## config.mk

```make
export PLATFORM = sky130hd
export DESIGN_NAME = counter_scheduler
export DESIGN_NICKNAME = d
export VERILOG_FILES = /design/src/rtl/counter_scheduler.sv
export SDC_FILE = /design/constraint.sdc
export NUM_CORES = 1
export LEC_CHECK = 0
export ABC_CLOCK_PERIOD_IN_PS = 1900
export BUFFER_PORTS_ARGS = -buffer_cell sky130_fd_sc_hd__buf_2
export CAP_MARGIN = 5
export CORE_MARGIN = 10
export CORE_UTILIZATION = 47
export DETAILED_ROUTE_END_ITERATION = 6
export PLACE_DENSITY = 0.88
export SYNTH_ARGS = -nofsm -noshare
export SYNTH_HDL_FRONTEND = slang
export SYNTH_SLANG_ARGS = --single-unit
```

## constraint.sdc

```tcl
create_clock -name clk -period 1.9 [get_ports clk]
set_input_delay 0.19 -clock clk [delete_from_list [all_inputs] [get_ports clk]]
set_output_delay 0.19 -clock clk [all_outputs]
set_load 0.005 [all_outputs]
```

## src/rtl/counter_scheduler.sv

```systemverilog
// Round-robin scheduler sharing one external up-counter between two requesters.
// Optional RUN-state watchdog enabled by defining CNT_SCHED_TIMEOUT_EN.
module counter_scheduler #(
  parameter int WIDTH   = 4,
  parameter int TIMEOUT = 31
) (
  input  logic             clk,
  input  logic             rst,
  input  logic [1:0]       req,
  input  logic [WIDTH-1:0] tgt0,
  input  logic [WIDTH-1:0] tgt1,
  input  logic [WIDTH-1:0] cnt_q,
  output logic [1:0]       gnt,
  output logic [1:0]       done,
  output logic             abort,
  output logic             cnt_clr,
  output logic             cnt_en,
  output logic             busy
);

  // state | meaning
  // IDLE  | arbitrate pending requests
  // CLEAR | clear shared counter for one cycle
  // RUN   | count until cnt_q matches latched target
  // DONE  | pulse done to the winner, then release grant
  typedef enum logic [1:0] {IDLE, CLEAR, RUN, DONE} state_t;

  state_t           state;
  logic [WIDTH-1:0] tgt_lat;
  logic             last_gnt;
  logic             win;
  logic             match;
  logic             to_hit;

  assign match = (cnt_q == tgt_lat);

  // On a tie the requester not served last time wins.
  always_comb begin
    win = 1'b0;
    case (req)
      2'b01:   win = 1'b0;
      2'b10:   win = 1'b1;
      2'b11:   win = ~last_gnt;
      default: win = 1'b0;
    endcase
  end

`ifdef CNT_SCHED_TIMEOUT_EN
  localparam int TW = $clog2(TIMEOUT + 1);
  logic [TW-1:0] tcnt;
  logic          abort_q;

  assign to_hit = (state == RUN) && (tcnt == TW'(TIMEOUT - 1));
  assign abort  = abort_q;

  always_ff @(posedge clk) begin
    if (!rst) begin
      tcnt    <= '0;
      abort_q <= 1'b0;
    end else begin
      if (state == CLEAR)
        tcnt <= '0;
      else if (state == RUN)
        tcnt <= tcnt + 1'b1;
      abort_q <= (state == RUN) && to_hit && !match;
    end
  end
`else
  assign to_hit = 1'b0;
  assign abort  = 1'b0;
`endif

  assign busy    = (state != IDLE);
  assign cnt_clr = (state == CLEAR);
  assign cnt_en  = (state == RUN) && !match && !to_hit;

  always_ff @(posedge clk) begin
    if (!rst) begin
      state    <= IDLE;
      gnt      <= 2'b00;
      done     <= 2'b00;
      tgt_lat  <= '0;
      last_gnt <= 1'b1;
    end else begin
      case (state)
        IDLE: begin
          done <= 2'b00;
          if (req != 2'b00) begin
            gnt     <= win ? 2'b10 : 2'b01;
            tgt_lat <= win ? tgt1 : tgt0;
            state   <= CLEAR;
          end
        end
        CLEAR: state <= RUN;
        RUN: begin
          if (match || to_hit) begin
            done  <= gnt;
            state <= DONE;
          end
        end
        DONE: begin
          done     <= 2'b00;
          gnt      <= 2'b00;
          last_gnt <= gnt[1];
          state    <= IDLE;
        end
        default: state <= IDLE;
      endcase
    end
  end

endmodule

```

# Word level (Yosys, flattened, before mapping)
# Index checks and enable logic that the tools add are counted.
[classes]
reduce_logical = 12
mux = 10
bitwise_logic = 1
eq_ne = 8
[op_table]
columns = ["op", "n"]
rows = [
  ["2-bit two-way mux", 5],
  ["2-bit == test, second input constant", 4],
  ["2-bit case mux with 2 select lines", 2],
  ["2-bit case mux with 4 select lines", 1],
  ["2-bit AND reduction", 4],
  ["2-bit nonzero test", 4],
  ["4-bit == test", 1],
  ["4-bit two-way mux", 1],
  ["2-bit != test, second input constant", 2],
  ["2-bit by 1-bit == test with 1-bit output, second input constant", 1],
  ["2-bit logical NOT", 1],
  ["1-bit case mux with 2 select lines", 1],
  ["2-bit OR reduction", 1],
  ["1-bit logical AND", 1],
  ["1-bit logical NOT", 1],
  ["1-bit inverter", 1],
]
[totals]
register_bits = 11
input_bits = 16
output_inout_bits = 8

# Depth between registers and ports, before layout
[depth]
word_depth = 5
ltp_mapped = 6

# Least setup slack after synthesis
# Ideal clock, no wire load.
[synth_path]
path_type = "flip-flop to flip-flop"
start = "register state[0]"
end = "register tgt_lat[0]"
t_required_ps = 1830
arrival_time_ps = 1366
setup_time_ps = 70
path_stages_with_launch = 7
path_slack_ps = 464
cell_sequence = "dfxtp_1 > inv_1 > ha_1 > buf_4 > a21boi_0 > a32oi_1 > a21oi_1"
[synth_via]
elab_chain_cells = 2
[synth_lines]
columns = ["element", "line_no", "text"]
rows = [
  ["start: declaration", "28", "state_t state;"],
  ["start signal: assignment", "79", "state <= IDLE;"],
  ["start signal: assignment", "91", "state <= CLEAR;"],
  ["start signal: assignment", "94", "CLEAR: state <= RUN;"],
  ["2-bit logical NOT", "85", "case (state)"],
  ["2-bit AND reduction (no line)", "--", ""],
  ["end signal: assignment", "90", "tgt_lat <= win ? tgt1 : tgt0;"],
  ["end: declaration", "29", "logic [WIDTH-1:0] tgt_lat;"],
]
# No other way between the ends.
# A chain may end at the register's enable or synchronous reset.

# Worst setup path after layout
[layout_path]
start = "register tgt_lat[2]"
end = "output cnt_en"
[layout_via]
elab_chain_cells = 3
[layout_lines]
columns = ["element", "line_no", "text"]
rows = [
  ["4-bit == test", "35", "assign match = (cnt_q == tgt_lat);"],
  ["1-bit logical NOT", "75", "assign cnt_en = (state == RUN) && !match && !to_hit;"],
  ["1-bit logical AND", "75", ""],
  ["end: declaration", "17", "output logic cnt_en,"],
]
# No other way between the ends.

==> results.toml <==
[clock_network]
cts_root_buffer = "clkbuf_4"
htreeDepth = 1
ctsHoldBuffers = 0
cts.sinks = 11
cts_tree = "built"
insertion_delay_ns = 0.27
clkTransAtPathRegs_ns = 0.07
clockBufferDepth = 2
cts_buffers = 3

[outcome]
status = "completed"

[floorplanning]
placementRows = 13
die_h_um = 58.09
dieArea_mm2 = 0.003374
die_w_um = 58.09
start_util_pct = 51.13
core_area_mm2 = 0.001334
ios = 24

[layout]
diodes = 0
nets = 121
final_cell_mix = "buf_2 (22), dfxtp_1 (10), nand4_1 (6)"
syn_to_final_growth_pct = 21.10
final_layout_size_suffix_gt1_share_pct = 33.00
fin_cells = 115
layout_commonest_cell = "buf_2"
final_util_pct = 61.91

[critical_path]
crit_arrival_ns = 1.66
critPathMaxStageDelay_ns = 0.54
regToRegSetupSlack_ns = 0.24
crit_family = "simple AND/OR/NAND/NOR gates"
endpoint_kind = "output pin"
crit_slowest_cell = "or4_4"
cp_cell_sequence = "xor2_2, or4_4, and2_2, buf_2"
worst-path-buf-inv = 1
cp_max_fo = 4
cp-start-kind = "register"
cp.required_ns = 1.71
crit_type = "reg -> out"

[timing]
min_period_ns = 1.852
min_period_over_period_pct = 97.45
fmax_ghz = 0.5401
fin_worst_skew_ns = 0.007825
post-route-worst-setup-slack_ns = 0.04849
grt_setup_unrepaired = "false"
setup_viol = 0
drv_slew = 0
setup-tns-final_ns = 0
finalHoldViolations = 0

[logic_synthesis]
syn_inst = 79
syn-num-nets = 99
syn_avg_cell_area_um2 = 8.632
seq_area_frac_synth_pct = 32.29
ys_warn_count = 0
synth.distinct_cells = 30
netlist_area_um2 = 681.9
yosys_register_bits = 11

[routing]
drt_pre_antenna_iters = 4
drc = 0
drtAntennaViolNets = 0
num_vias = 674
drtIter0Drc = 36
routed_wl_mm = 1.798
via_per_inst = 5.861
wl_per_cell_um = 15.63

[grt]
grt_pass1_vias = 684
grt_max_degree = 13
grt_use_total_pct = 10.90
grt_pass1_wl_mm = 3.029
grt-ovfl-total = 0
antenna_found_initial = 0

[placement]
hpwl_mm = 1.404
dpl.cell_count = 110
io_buffers = 22
place_ws_ns = 0.1852
gp_congestion = 0.8760

[pwr]
power_uw = 904.3
p_per_area_mw_per_mm2 = 1095
ir_worst_vdd_v = 0.0005608
p_leak_nw = 0.3586

[job]
drv_cap = 0

[min_path]
hold_class = "in -> reg"
==> metrics by stage <==
| step | instance area, um2 | hold WS, ns |
|---|---|---|
| after global routing | 825.8 | 0.1966 |
| final | 825.8 | 0.1774 |
| after global placement | 780.7 | 0.4618 |
| after detailed placement | 780.7 | 0.4722 |
| after CTS | 814.5 | 0.1749 |
| after floorplan | 681.9 | 0.3567 |
==> cell usage after synthesis <==
cell type,n,area [um2]
a21boi_0,1,7.510
a21oi_1,5,25.02
a31oi_1,2,12.51
a32oi_1,3,26.28
and2_2,1,7.510
and3_1,3,18.77
buf_4,2,15.01
clkbuf_1,4,15.01
conb_1,1,3.750
dfxtp_1,11,220.2
ha_1,4,50.05
inv_1,4,15.01
mux2_2,1,11.26
mux2i_1,1,10.01
nand2_1,3,11.26
nand2b_1,1,6.260
nand3_1,4,20.02
nand3b_1,2,15.01
nand4_1,6,37.54
nand4b_1,1,8.760
nor2_1,1,3.750
nor2b_1,1,6.260
nor3b_1,1,7.510
o211ai_1,3,22.52
o21ai_0,3,15.01
o221ai_1,1,8.760
o41ai_1,3,26.28
or3b_2,1,8.760
or4_4,1,11.26
xor2_1,4,35.03
==> logic make-up (layout without fill, tap and decap cells) <==
logic type                 after synthesis  in the layout  synth area share, %
AOI/OAI and AO/OA                       21             21                21.10
adders and majority gates                4              4                7.340
xor gates and xnor gates                 4              4                5.137
muxes                                    2              2                3.119
buffers and inverters                   10             31                6.604
and+or+nand+nor                         26             26                23.86
other                                    1              1               0.5499
DFF                                     11             11                32.29
==> power breakdown <==
| group | leakage, nW | internal (mW) | total (mW) | switching, mW |
|---|---|---|---|---|
| Sequential | 0.0906 | 0.285 | 0.336 | 0.0510 |
| Clock | 0.0150 | 0.0814 | 0.160 | 0.0782 |
| Combinational | 0.253 | 0.179 | 0.408 | 0.229 |
==> worst min-delay path, stage by stage <==
cell     delay [ns]
buf_2          0.10
nand4_1        0.07
a21oi_1        0.05
==> final cells by class <==
class	count	area, um2
Clock buffer	4	26.28
Sequential cell	11	221.5
Tap cell	15	18.77
Multi-Input combinational cell	58	426.7
Inverter	4	15.01
Timing Repair Buffer	23	117.6
Fill cell	112	508.0
==> flip-flops by register name, summed over array words and instances (netlist names) <==
register	cells
last_gnt	1
state	2
tgt_lat	4
gnt	2
done	2
==> layer usage <==
layer	vias up	part of all wire [%]	GRT usage, %
li1	337	-	-
met1	305	43	12.41
met2	28	47	17.02
met3	4	8.9	5.447
met4	0	1.3	4.027
met5	-	0	0
==> repair_timing <==
action	CTS	global route
resized for setup	0	4
endpoints found under the setup margin	1	7
buffers inserted	1	0
endpoints found under the hold margin	0	0
pin swaps	1	0
==> final timing paths <==
kind                            depth (start not counted)                       to               startpoint
worst max-delay path                                    4                   cnt_en  tgt_lat[2]$_SDFFE_PN0P_
worst min-delay path                                    3  tgt_lat[2]$_SDFFE_PN0P_                  tgt0[2]
worst max register to register                          5    state[1]$_SDFFE_PN0P_    state[1]$_SDFFE_PN0P_
worst min register to register                          2    last_gnt$_SDFFE_PN1P_    last_gnt$_SDFFE_PN1P_
Power figures use the tool's default switching activity.
